--- config.mk ---
export PLATFORM = sky130hd
export DESIGN_NAME = neural_soc_avm_single_read
export DESIGN_NICKNAME = d
export VERILOG_FILES = /design/src/rtl/neural_soc_sysid_pkg.sv /design/src/rtl/neural_soc_avm_single_read.sv
export SDC_FILE = /design/constraint.sdc
export NUM_CORES = 1
export LEC_CHECK = 0
export CORE_MARGIN = 10
export CORE_UTILIZATION = 30
export CTS_CLUSTER_DIAMETER = 100
export DETAILED_ROUTE_END_ITERATION = 16
export GPL_TIMING_DRIVEN = 0
export PLACE_DENSITY = 0.76
export RECOVER_POWER = 50
export SYNTH_ARGS = -nofsm -noshare
export SYNTH_HDL_FRONTEND = slang
export SYNTH_SLANG_ARGS = --single-unit
export TNS_END_PERCENT = 50
--- constraint.sdc ---
create_clock -name clock -period 1.7 [get_ports clock]
set_clock_uncertainty 0.1 [all_clocks]
set_input_delay 0.255 -clock clock [delete_from_list [all_inputs] [get_ports clock]]
set_output_delay 0.255 -clock clock [all_outputs]
set_load 0.01 [all_outputs]
--- src/rtl/neural_soc_sysid_pkg.sv ---
// rtl/neural_soc_sysid_pkg.sv - shared types and constants for the sysid checker
package neural_soc_sysid_pkg;

  // Check sequencer states
  typedef enum logic [2:0] {
    IDLE,
    RD_ID,
    LAT_ID,
    RD_TS,
    LAT_TS,
    COMPARE,
    PASS,
    FAIL
  } check_state_t;

  // Phases of a single Avalon-MM word read
  typedef enum logic [1:0] {
    PH_IDLE,
    PH_REQ,
    PH_LAT
  } rd_phase_t;

  localparam logic [1:0] FC_NONE    = 2'd0;
  localparam logic [1:0] FC_ID      = 2'd1;
  localparam logic [1:0] FC_TS      = 2'd2;
  localparam logic [1:0] FC_TIMEOUT = 2'd3;

  localparam logic SYSID_ADDR_ID = 1'b0;
  localparam logic SYSID_ADDR_TS = 1'b1;

endpackage

--- src/rtl/neural_soc_avm_single_read.sv ---
// rtl/neural_soc_avm_single_read.sv - one-word Avalon-MM read with latency and timeout counting
module neural_soc_avm_single_read
  import neural_soc_sysid_pkg::*;
#(
  parameter int READ_LATENCY   = 0,
  parameter int TIMEOUT_CYCLES = 255
) (
  input  logic        clock,
  input  logic        reset_n,
  input  logic        rd_en,
  input  logic        rd_addr,
  output logic        avm_address,
  output logic        avm_read,
  input  logic        avm_waitrequest,
  input  logic [31:0] avm_readdata,
  output logic        rd_accept,
  output logic        rd_done,
  output logic        rd_timeout,
  output logic [31:0] rd_data
);

  localparam logic [9:0] TMO_LAST = 10'(TIMEOUT_CYCLES - 1);
  localparam logic [1:0] LAT_LAST = 2'(READ_LATENCY - 1);

  rd_phase_t  phase_q, phase_d;
  logic       read_q, read_d;
  logic       addr_q, addr_d;
  logic [9:0] tmo_q, tmo_d;
  logic [1:0] lat_q, lat_d;
  logic       accept;
  logic       tmo_hit;
  logic       lat_hit;
  logic       launch;

  // Handshake decode; an accept on the limit edge is not a timeout
  always_comb begin
    accept     = read_q & ~avm_waitrequest;
    tmo_hit    = read_q & avm_waitrequest & (tmo_q == TMO_LAST);
    lat_hit    = (phase_q == PH_LAT) & (lat_q == 2'd0);
    rd_accept  = accept;
    rd_done    = (READ_LATENCY == 0) ? accept : lat_hit;
    rd_timeout = tmo_hit;
    rd_data    = avm_readdata;
  end

  // Phase sequencing; a new read may launch on the edge that finishes the previous one
  always_comb begin
    phase_d = phase_q;
    read_d  = read_q;
    addr_d  = addr_q;
    tmo_d   = tmo_q;
    lat_d   = lat_q;
    launch  = 1'b0;
    case (phase_q)
      PH_IDLE: launch = rd_en;
      PH_REQ: begin
        if (accept) begin
          phase_d = PH_IDLE;
          read_d  = 1'b0;
          if (READ_LATENCY == 0) begin
            launch = rd_en;
          end else begin
            phase_d = PH_LAT;
            lat_d   = LAT_LAST;
          end
        end else if (tmo_hit) begin
          // Drop the request for one cycle; the owner decides whether to retry
          phase_d = PH_IDLE;
          read_d  = 1'b0;
        end else begin
          tmo_d = tmo_q + 10'd1;
        end
      end
      PH_LAT: begin
        if (lat_hit) begin
          phase_d = PH_IDLE;
          launch  = rd_en;
        end else begin
          lat_d = lat_q - 2'd1;
        end
      end
      default: phase_d = PH_IDLE;
    endcase
    if (launch) begin
      phase_d = PH_REQ;
      read_d  = 1'b1;
      addr_d  = rd_addr;
      tmo_d   = '0;
    end
  end

  // Read-side state registers
  always_ff @(posedge clock or negedge reset_n) begin
    if (!reset_n) begin
      phase_q <= PH_IDLE;
      read_q  <= 1'b0;
      addr_q  <= SYSID_ADDR_ID;
      tmo_q   <= '0;
      lat_q   <= '0;
    end else begin
      phase_q <= phase_d;
      read_q  <= read_d;
      addr_q  <= addr_d;
      tmo_q   <= tmo_d;
      lat_q   <= lat_d;
    end
  end

  assign avm_read    = read_q;
  assign avm_address = addr_q;

endmodule

After elaboration in Yosys (flattened, before gate mapping)
Cells that the tools add are included.

word-level totals
  bits of input ports = 37
  bits in registers = 16
  output and inout bits = 37

operators by class
  muxes and demuxes = 16
  $add $sub $neg = 2
  equality and inequality tests = 8
  bitwise operators = 6
  reduce and logical (&&, ||, !) cells = 8

operators with widths
  kind                                                                     count
  10-bit 2-to-1 mux                                                        4
  10-bit by 1-bit adder with 10-bit output, second input constant          1
  10-bit by 8-bit == test with 1-bit output, second input constant         1
  2-bit 2-to-1 mux                                                         4
  1-bit 2-to-1 mux                                                         6
  2-bit one-hot mux with 3 select lines                                    1
  3-bit AND reduction                                                      2
  1-bit AND                                                                4
  2-bit zero test                                                          2
  2-bit by 1-bit inequality test with 1-bit output, second input constant  2
  4-bit inequality test, second input constant                             1
  2-bit AND reduction                                                      2
  3-bit inequality test, second input constant                             1
  1-bit one-hot mux with 3 select lines                                    1
  3-bit nonzero test                                                       1
  2-bit by 1-bit == test with 1-bit output, second input constant          1
  2-bit == test, second input constant                                     1
  2-bit inequality test, second input constant                             1
  1-bit NOT                                                                2
  2-bit nonzero test                                                       1
  2-bit by 1-bit subtractor with 2-bit output, second input constant       1

Depth between registers and ports, before layout
  word-level depth = 6
  mapped depth = 7

Worst setup path after synthesis
OpenSTA, ideal clock, no wires.

  path type = register to register
  start = register tmo_q[0]
  end = register tmo_q[3]
  arrival time = 1.477 ns
  clock period less this slack = 1.687 ns
  path buffers = 1
  path slack = 0.013 ns
  cell stages (with the launch flop) = 8
  library setup time = 0.110 ns
  cell sequence = dfrtp_1 -> inv_1 -> ha_1 -> nand3_1 -> nor4_4 -> buf_4 -> o311ai_0 -> o41ai_1

RTL lines
  item                                                        line                               RTL
  start, declared                                             neural_soc_avm_single_read.sv:28   logic [9:0] tmo_q, tmo_d;
  start signal, assigned                                      neural_soc_avm_single_read.sv:104  tmo_q <= tmo_d;
  10-bit by 8-bit == test with 1-bit output                   neural_soc_avm_single_read.sv:38   tmo_hit = read_q & avm_waitrequest & (tmo_q == TMO_LAST);
  1-bit AND                                                   neural_soc_avm_single_read.sv:38
  via rd_timeout                                              neural_soc_avm_single_read.sv:18   output logic rd_timeout,
  2-bit by 1-bit inequality test with 1-bit output (no line)  -
  3-bit AND reduction (no line)                               -

The timed path passes the listed nets, and every way through them passes these cells. The select of a mux whose other input is x is not followed.
A chain may end at the register's enable or synchronous reset.

Worst setup path after layout
  start = register tmo_q[8]
  end = output port rd_timeout

between the ends
  cells in the longest elaborated chain, start to end = 2

RTL lines
  item                                       line
  10-bit by 8-bit == test with 1-bit output  neural_soc_avm_single_read.sv:38
  1-bit AND                                  neural_soc_avm_single_read.sv:38
  end, declared                              neural_soc_avm_single_read.sv:18

Every way passes these cells.

==> out/qor.yml <==
hold-worst-slack_ps: 299
violations: "negative setup slack"
avgSynthCellArea_sq_um: 9.14
cts.sinks: 13
drc: 0
dieArea_sq_um: 5860
finalInstanceArea_sq_um: 1630
syn-num-nets: 144
routed_via_density: 4.72
seqCellArea_sq_um: 327
crit_arrival_ps: 1520
grt_pass1_wl_mm: 5.09
ys_warn_count: 0
setup_tns_ps: -302
finalSetupViolations: 2
crit_chain: "or2_4 > nor4_4 > buf_6 > buf_6"
crit_type: "flip-flop to output pin"
totalWireLength_mm: 3.41
synth_top_family_by_area: "buffers and inverters"
port_buffers: 41
cts_buffer_depth: 2
period_needed_ps: 1870
drtPass1Iterations: 4
synth-xor-area-share_pct: 0
drive_gt1_share_pct: 44.0
cap_violations: 0
insertion_delay_ps: 290
die_w_um: 76.6
drt_iter0_drc: 59
cpMaxStageDelayCell: "dfrtp_1"
synth_compound_area_share_pct: 11.1
n_fill_cell: 270
finalCoreUtilization_pct: 53.4
fin_crit_sh_pct: 110
hold_viol: 0
power_leakage_nw: 0.731
wire_per_inst_um: 16.8
layout_common_cells: "buf_4, clkdlybuf4s50_1, dlygate4sd3_1, dfrtp_1, nand2_1"
dp_hpwl_mm: 2.57
numCtsBuffers: 3
post_synth_and_or_nand_nor_area_fraction_pct: 18.9
cpMostUsedCell: "buf_6"
core_sq_um: 3050
peakVddDrop_mv: 0.598
critPathLaunchType: "flip-flop"
hp-class: "primary input to asynchronous set/reset pin"
htree_levels: 1
tightest_slew_ps: 586
synth-seq-area-share_pct: 33.9
grt_start_max_net_pins: 14
critPathCaptureType: "output pin"
finalWeightedCongestion: 0.816
die_h_um: 76.6
outcome: "complete, but fails checks"
antenna_left: 0
grt_overflow: 0
grt_pass1_vias: 1013
fin_nets: 199
grt_antenna_before_repair: 0
syn-instance-count: 105
synthMuxAreaShare_pct: 5.35
grt_setup_unrepaired: "true"
synth_cell_type_count: 26
synth_fa_ha_area_share_pct: 2.61
rows: 20
ios: 74
grt_usage_pct: 10.4
multi_input_area_sq_um: 463
crit_fanout: 2
max_freq_mhz: 534
slowest_delay_ps: 390
vias: 959
num_antenna_cells: 0
final_common_cell: "buf_4"
relSlewSlack_pct: 60.8
cts_root_buf: "clkbuf_4"
maxSlewViolCount: 0
setup_ws_ps: -172
clkTransAtPathRegs_ps: 90
area_delta_synth_final_pct: 69.8
critical_path_required_ps: 1340
cts_tree: "done"
netlist_area_sq_um: 960
powerDensity_nw_per_um2: 806
ys_seq_elements: 13
start_util_pct: 31.4
dpl_cell_area_sq_um: 1430
==> worst max-delay path: cells and delay by family (launching register included) <==
family / cells / cell delay, ps
flip-flops: 1 / 390
AND/OR/NAND/NOR: 2 / 590
buffers and inverters: 2 / 250
==> per-stage QoR <==
step	power [W]	setup WS, ps	instances
floorplan	0.000744	12.7	105
global placement	0.000922	-698	190
CTS	0.00121	-138	201
detailed placement	0.000948	-719	190
global route	0.00139	-231	203
finish	0.00131	-172	203
==> registers in the layout (all words and copies together) (netlist names) <==
| signal | flops |
|---|---|
| tmo_q | 10 |
| avm_address | 1 |
| phase_q | 1 |
| avm_read | 1 |
==> layout make-up <==
type / instances / share of cell area (%)
plain buffers: 34 / 15.9
flip-flops and latches: 13 / 20.0
clock inverters: 1 / 0.307
repair buffers: 50 / 29.6
clock buffers: 3 / 1.38
well taps: 44 / 3.38
multi-input cells: 54 / 28.4
inverters: 4 / 0.922
==> cell families (layout without fill, tap and decap cells) <==
| kind of cell | count (synthesis) | after routing |
|---|---|---|
| buffers and inverters | 38 | 92 |
| flip-flops | 13 | 13 |
| AO/OA/AOI/OAI | 16 | 16 |
| multiplexers | 5 | 5 |
| AND/OR/NAND/NOR | 31 | 31 |
| adder cells (fa/ha/maj) | 2 | 2 |
==> path summary, 6_finish.rpt <==
| path | start | endpoint | slack [ps] | cells after the start |
|---|---|---|---|---|
| min in group clock | tmo_q[7] | tmo_q[7] | 390 | 1 |
| setup / recovery | tmo_q[8] | rd_timeout | -170 | 4 |
| max in group asynchronous | reset_n | avm_read | 780 | 1 |
| hold reg to reg | tmo_q[7] | tmo_q[7] | 390 | 1 |
| setup reg to reg | tmo_q[0] | tmo_q[8] | -130 | 7 |
| hold / removal | reset_n | tmo_q[6] | 300 | 1 |
==> synthesized netlist by cell type <==
master | number | share of area, %
o21a_1 | 1 | 0.78
nand2_1 | 11 | 4.3
dfrtp_1 | 13 | 34
o211ai_1 | 3 | 2.3
a21oi_1 | 5 | 2.6
a22o_1 | 1 | 0.91
inv_1 | 4 | 1.6
mux2i_1 | 4 | 4.2
ha_1 | 2 | 2.6
nor4_1 | 3 | 2.0
o311ai_0 | 1 | 0.91
nand4_4 | 1 | 2.2
o41ai_1 | 1 | 0.91
nand2b_1 | 1 | 0.65
or4_1 | 1 | 0.78
o21ai_0 | 1 | 0.52
o21bai_1 | 2 | 1.6
or2_1 | 1 | 0.65
mux2_2 | 1 | 1.2
nor2_1 | 3 | 1.2
buf_4 | 34 | 27
or3_1 | 2 | 1.3
nand3_1 | 5 | 2.6
nor4_4 | 1 | 2.2
nor3_1 | 2 | 1.0
o21ai_1 | 1 | 0.52
==> power breakdown <==
part           internal [W]  leakage (nW)  switching [W]
logic              0.000331         0.548       0.000290
clock network     0.0000876        0.0177       0.000114
registers          0.000391         0.165      0.0000999
total              0.000810         0.731       0.000503
==> routing by layer <==
layer / GRT usage, % / share of wire (%)
met1: 9.95 / 34
met2: 20.2 / 55
met3: 3.66 / 8.7
met4: 3.35 / 2.9
met5: 0 / 0
==> what timing repair did <==
item / 4_1_cts / 5_1_grt
gates resized for setup: 17 / 17
pin swaps: 2 / 2
cloned: 0 / 0
setup endpoints to repair: 15 / 14
setup buffers: 7 / 2
hold buffers: 0 / 0
hold endpoints to repair: 0 / 0
(Power assumes the default switching activity.)
==> patch 1: new RTL, same settings <==
Change the parameter `READ_LATENCY` from 0 to 1.
--- a/src/rtl/neural_soc_avm_single_read.sv
+++ b/src/rtl/neural_soc_avm_single_read.sv
@@ -2,7 +2,7 @@
 module neural_soc_avm_single_read
   import neural_soc_sysid_pkg::*;
 #(
-  parameter int READ_LATENCY   = 0,
+  parameter int READ_LATENCY   = 1,
   parameter int TIMEOUT_CYCLES = 255
 ) (
   input  logic        clock,
Formal check against the unedited RTL: not equivalent (a bounded check fails within 4 cycles, from zero or initial values and one cycle with reset_n low).
==> patch 1 against the unedited design <==
- the flow still finishes with violations (setup timing)
- sequential power up 15%
- die area up 12%
- clock power up 70%
- sequential share of layout area up 2.5 points
- area after synthesis up 16%
- sequential cell count up 3
- combinational power up 5.8%
- worst setup slack better by 0.0084 ns
- synthesized cell count up 12%
- design area up 10%
- routed wire length down 4.7%
- total power up 19%
- first-iteration DRC count down 31%
- critical path type unchanged
==> patch 1: results (changes against the unedited design) <==
| Metric | Value |
|---|---|
| Hold Path Class | `reg2reg` |
| Final-report setup violation count | `9 (+7)` |
| CP max stage delay | `approximately 0.4 ns` |
| Wl on met1 | `1.20 mm (+3.8%)` |
| PostCTS Resize Cnt | `16 (-1)` |
| PnR worst setup slack | `-0.163 ns (+0.00838 ns)` |
| M2 GR Usage | `16.0% (-4.1 points)` |
| CTS HTree Levels | `1 (unchanged)` |
| Post CTS Setup Buffer Count | `5 (-2)` |
| Hold Path Origin | `avm_address` |
| GRT met3 Usage | `4.30% (+0.65 points)` |
| Yosys cell types | `33 (+27%)` |
| DRT Pass-1 Iters | `3 (-1)` |
| Max Used Layer | `met4` |
| DP Wirelength | `2.41 mm (-6.4%)` |
| Ys async rst share | `100% (unchanged)` |
| First-pass GRT wire length | `4.77 mm (-6.1%)` |
| Leakage | `0.758 nW (+3.8%)` |
| Worst R2R Setup Slack | `-0.08 ns (+0.05 ns)` |
| Delay-heaviest family, CP | `flip-flops` |
| Rel. slew slack | `48.6% (-12 points)` |
| Vias per inst | `4.56 (-3.4%)` |
| Root buffer cell | `clkbuf_8` |
| Final WL | `3.25 mm (-4.7%)` |
| Status | `complete, but fails checks` |
| FF-to-FF path depth | `9 (+2)` |
| Fillers | `354 (+31%)` |
| CP max-delay cell | `dfrtp_1` |
| Met3 routed WL | `376 microns (+27%)` |
| Crit Reg-Reg Endpoint | `tmo_q[6]` |
| Hold Slack | `0.380 ns (+0.0808 ns)` |
| Sequential-to-total area share from yosys stat | `35.9% (+2.0 points)` |
| Initial DRC count | `41 (-31%)` |
| Pin count of the biggest net entering global routing | `17 (+3)` |
| Area contributors post-synth | `dfrtp_1 36%, buf_4 22%, mux2i_1 4.5%` |
| Worst-Skew Late Latency | `0.25 ns (-0.04 ns)` |
| Number of global-route vias before repair | `1,030 (+1.7%)` |
| Failing checks | `setup timing` |
| Layout cells sized above 1 | `38.2% (-5.8 points)` |
| Largest registers | `tmo_q x10, lat_q x2, phase_q x2` |
| Clock-pin slew on the worst setup and hold paths | `0.07 ns (-0.02 ns)` |
| GPL Wtd Cong | `0.808 (-0.88%)` |
| All-layer global routing usage | `9.10% (-1.3 points)` |
| Vias | `995 (+3.8%)` |
| Synthesized area per cell | `9.46 sq um (+3.5%)` |
| Syn_nets | `158 (+9.7%)` |
| Synth top cells by count | `32 x buf_4, 16 x dfrtp_1, 13 x nand2_1` |
| NumNets Final | `211 (+6.0%)` |
| Met1 Track Usage GR | `8.99% (-0.96 points)` |
| WL met2 | `1.64 mm (-12%)` |
| TNS Setup | `-0.594 ns (-0.292 ns)` |
| Initial antenna violation count | `0 (unchanged)` |
| Max VDD drop | `0.666 mV (+11%)` |
[patch 1: changes by cell type in the layout (fill, tap and decap cells not counted), moves of 2 or more]
| cell | unedited run | this run |
|---|---|---|
| dfrtp_2 | 1 | 3 |
| dlygate4sd2_1 | 3 | 1 |
| or4_1 | 0 | 2 |
| nor2_1 | 3 | 0 |
| buf_4 | 40 | 36 |
| o31ai_1 | 0 | 3 |
| ha_1 | 0 | 2 |
| nand2_2 | 0 | 2 |
| nand2b_1 | 0 | 3 |
| inv_1 | 2 | 4 |
| clkbuf_8 | 0 | 4 |
| clkbuf_4 | 3 | 0 |
[patch 1: power breakdown]
part | total (W) | switching (W) | leakage (nW) | internal, W
clock | 0.000341 | 0.000136 | 0.0288 | 0.000205
combinational | 0.000657 | 0.000324 | 0.519 | 0.000333
sequential | 0.000567 | 0.0000996 | 0.210 | 0.000468
[patch 1: layout make-up]
| class | instances | area share, % |
|---|---|---|
| Multi-Input combinational cell | 64 | 29.7 |
| Buffer | 33 | 14.0 |
| Sequential cell | 16 | 22.5 |
| Inverter | 5 | 1.05 |
| Clock buffer | 4 | 3.07 |
| Tap cell | 48 | 3.34 |
| Timing Repair Buffer | 48 | 26.3 |
[patch 1: logic make-up after synthesis]
family	after synthesis	synth area share (%)
muxes	5	4.48
adders and majority gates	3	3.36
AOI/OAI and AO/OA	17	10.2
DFF	16	35.9
buffers and inverters	38	24.2
and+or+nand+nor	39	21.9
[patch 1: metrics by stage]
stage | worst slack, ns | total power, W | instance area [sq um]
2_1_floorplan | 0.118 | 0.000865 | 1120
3_3_place_gp | -0.676 | 0.00111 | 1590
3_5_place_dp | -0.671 | 0.00111 | 1590
4_1_cts | -0.204 | 0.00150 | 1720
5_1_grt | -0.218 | 0.00167 | 1800
6_report | -0.163 | 0.00157 | 1800
==> patch 2: new RTL, same settings <==
Made on the original files. Put a register stage on the output `rd_timeout`, with the module's reset. The value now appears one clock later. The other outputs are not delayed to match.
--- a/src/rtl/neural_soc_avm_single_read.sv
+++ b/src/rtl/neural_soc_avm_single_read.sv
@@ -22,6 +22,8 @@
   localparam logic [9:0] TMO_LAST = 10'(TIMEOUT_CYCLES - 1);
   localparam logic [1:0] LAT_LAST = 2'(READ_LATENCY - 1);
 
+  logic rd_timeout_d;
+
   rd_phase_t  phase_q, phase_d;
   logic       read_q, read_d;
   logic       addr_q, addr_d;
@@ -39,7 +41,7 @@
     lat_hit    = (phase_q == PH_LAT) & (lat_q == 2'd0);
     rd_accept  = accept;
     rd_done    = (READ_LATENCY == 0) ? accept : lat_hit;
-    rd_timeout = tmo_hit;
+    rd_timeout_d = tmo_hit;
     rd_data    = avm_readdata;
   end
 
@@ -109,5 +111,13 @@
   assign avm_read    = read_q;
   assign avm_address = addr_q;
 
+  always_ff @(posedge clock or negedge reset_n) begin
+    if (!reset_n) begin
+      rd_timeout <= '0;
+    end else begin
+      rd_timeout <= rd_timeout_d;
+    end
+  end
+
 endmodule
 
Behaviour: no difference found for any inputs over 10 cycles, from zero or initial values and one cycle with reset_n low; that may be too few to reach the edited logic, so the function may still have changed.
==> patch 2 against the unedited design <==
- the run still ends with setup timing left
- total power rose by 16%
- worst setup slack improved by 0.0035 ns
- die area rose by 2.3%
- routed wire length fell by 7.8%
- register-to-register slack got worse by 0.04 ns
- area after synthesis rose by 3.1%
- sequential cell count rose by 1
- design area rose by 1.2%
- count of clock-buffer cells in the layout rose by 1
- critical path type is now reg2reg
- largest power group unchanged
- highest routed layer unchanged
==> patch 2: results (changes against the unedited design) <==
| Metric | Value |
|---|---|
| Clkbuf count | `4 (+1)` |
| Non-Clock Inverter Count | `3 (-1)` |
| Vias per inst | `4.59 (-2.8%)` |
| Post-placement cell count | `188 (-1.1%)` |
| Worst R2R Setup Slack | `-0.17 ns (-0.04 ns)` |
| Signal buffers | `86 (+2.4%)` |
| Synthesized area per cell | `9.61 sq um (+5.1%)` |
| GRT met3 Usage | `3.34% (-0.31 points)` |
| WL/cell | `15.6 microns (-7.4%)` |
| GPL Wtd Cong | `0.822 (+0.77%)` |
| Failing checks | `setup timing` |
| Logic gate share of total power | `52.9% (+5.6 points)` |
| Max VDD drop | `0.647 mV (+8.1%)` |
| Switching power total | `0.000558 W (+11%)` |
| All-layer global routing usage | `9.99% (-0.45 points)` |
| Slew @ Worst Pin | `0.640 ns (+0.0548 ns)` |
| PostCTS Resize Cnt | `13 (-4)` |
| Crit Reg-Reg Endpoint | `tmo_q[2]` |
| Met3 routed WL | `242 microns (-18%)` |
| Status | `complete, but fails checks` |
| Layout cells sized above 1 | `39.2% (-4.8 points)` |
| Post CTS Setup Buffer Count | `9 (+2)` |
| FF-to-FF path depth | `6 (-1)` |
| Critical Path End Type | `flop` |
| Crit-path max FO | `5 (+3)` |
| ClkCell Share | `2.20% (+0.51 points)` |
| Critical R2R Launch | `tmo_q[4]` |
| Vias | `928 (-3.2%)` |
| TNS Setup | `-1.08 ns (-0.774 ns)` |
| Area of the multi-input gates | `407 sq um (-12%)` |
| Final-report setup violation count | `10 (+8)` |
| Total power | `0.00153 W (+16%)` |
| Final non-clock buffer share | `47.5% (+2.0 points)` |
| Synth top cells by count | `34 x buf_4, 14 x dfrtp_1, 6 x nand2_1` |
| First-pass GRT wire length | `4.95 mm (-2.6%)` |
| Seq_cells | `14 (+1)` |
| Initial DRC count | `38 (-36%)` |
| Critical Path AT | `1.96 ns (+0.44 ns)` |
| Pin count of the biggest net entering global routing | `15 (+1)` |
| PnR worst setup slack | `-0.168 ns (+0.00346 ns)` |
| Syn_nets | `142 (-1.4%)` |
| Fillers | `295 (+9.3%)` |
| Multi-input gates | `51 (-5.6%)` |
-- patch 2: cell types whose count changed after synthesis, sizes merged, moves of 2 or more --
cell,unedited run,this run
o21bai,2,0
o211ai,3,1
nand2,11,6
a21oi,5,2
o21ai,2,5
inv,4,2
nor4,4,2
-- patch 2: logic make-up after synthesis --
family | after synthesis | synth area share, %
AO/OA/AOI/OAI | 17 | 12.3
flip-flops | 14 | 35.4
adder cells (fa/ha/maj) | 2 | 2.53
AND/OR/NAND/NOR | 27 | 16.1
multiplexers | 5 | 5.18
buffers and inverters | 38 | 28.6
-- patch 2: stage by stage --
step | util [%] | hold WS, ns | setup WS, ns | instance area (sq um)
CTS | 52.4 | 0.277 | -0.190 | 1630
detailed placement | 46.9 | 0.385 | -0.395 | 1460
global route | 53.1 | 0.385 | -0.262 | 1650
finish | 53.1 | 0.330 | -0.168 | 1650
global placement | 46.9 | 0.373 | -0.386 | 1460
floorplan | - | -0.141 | -0.0651 | 990
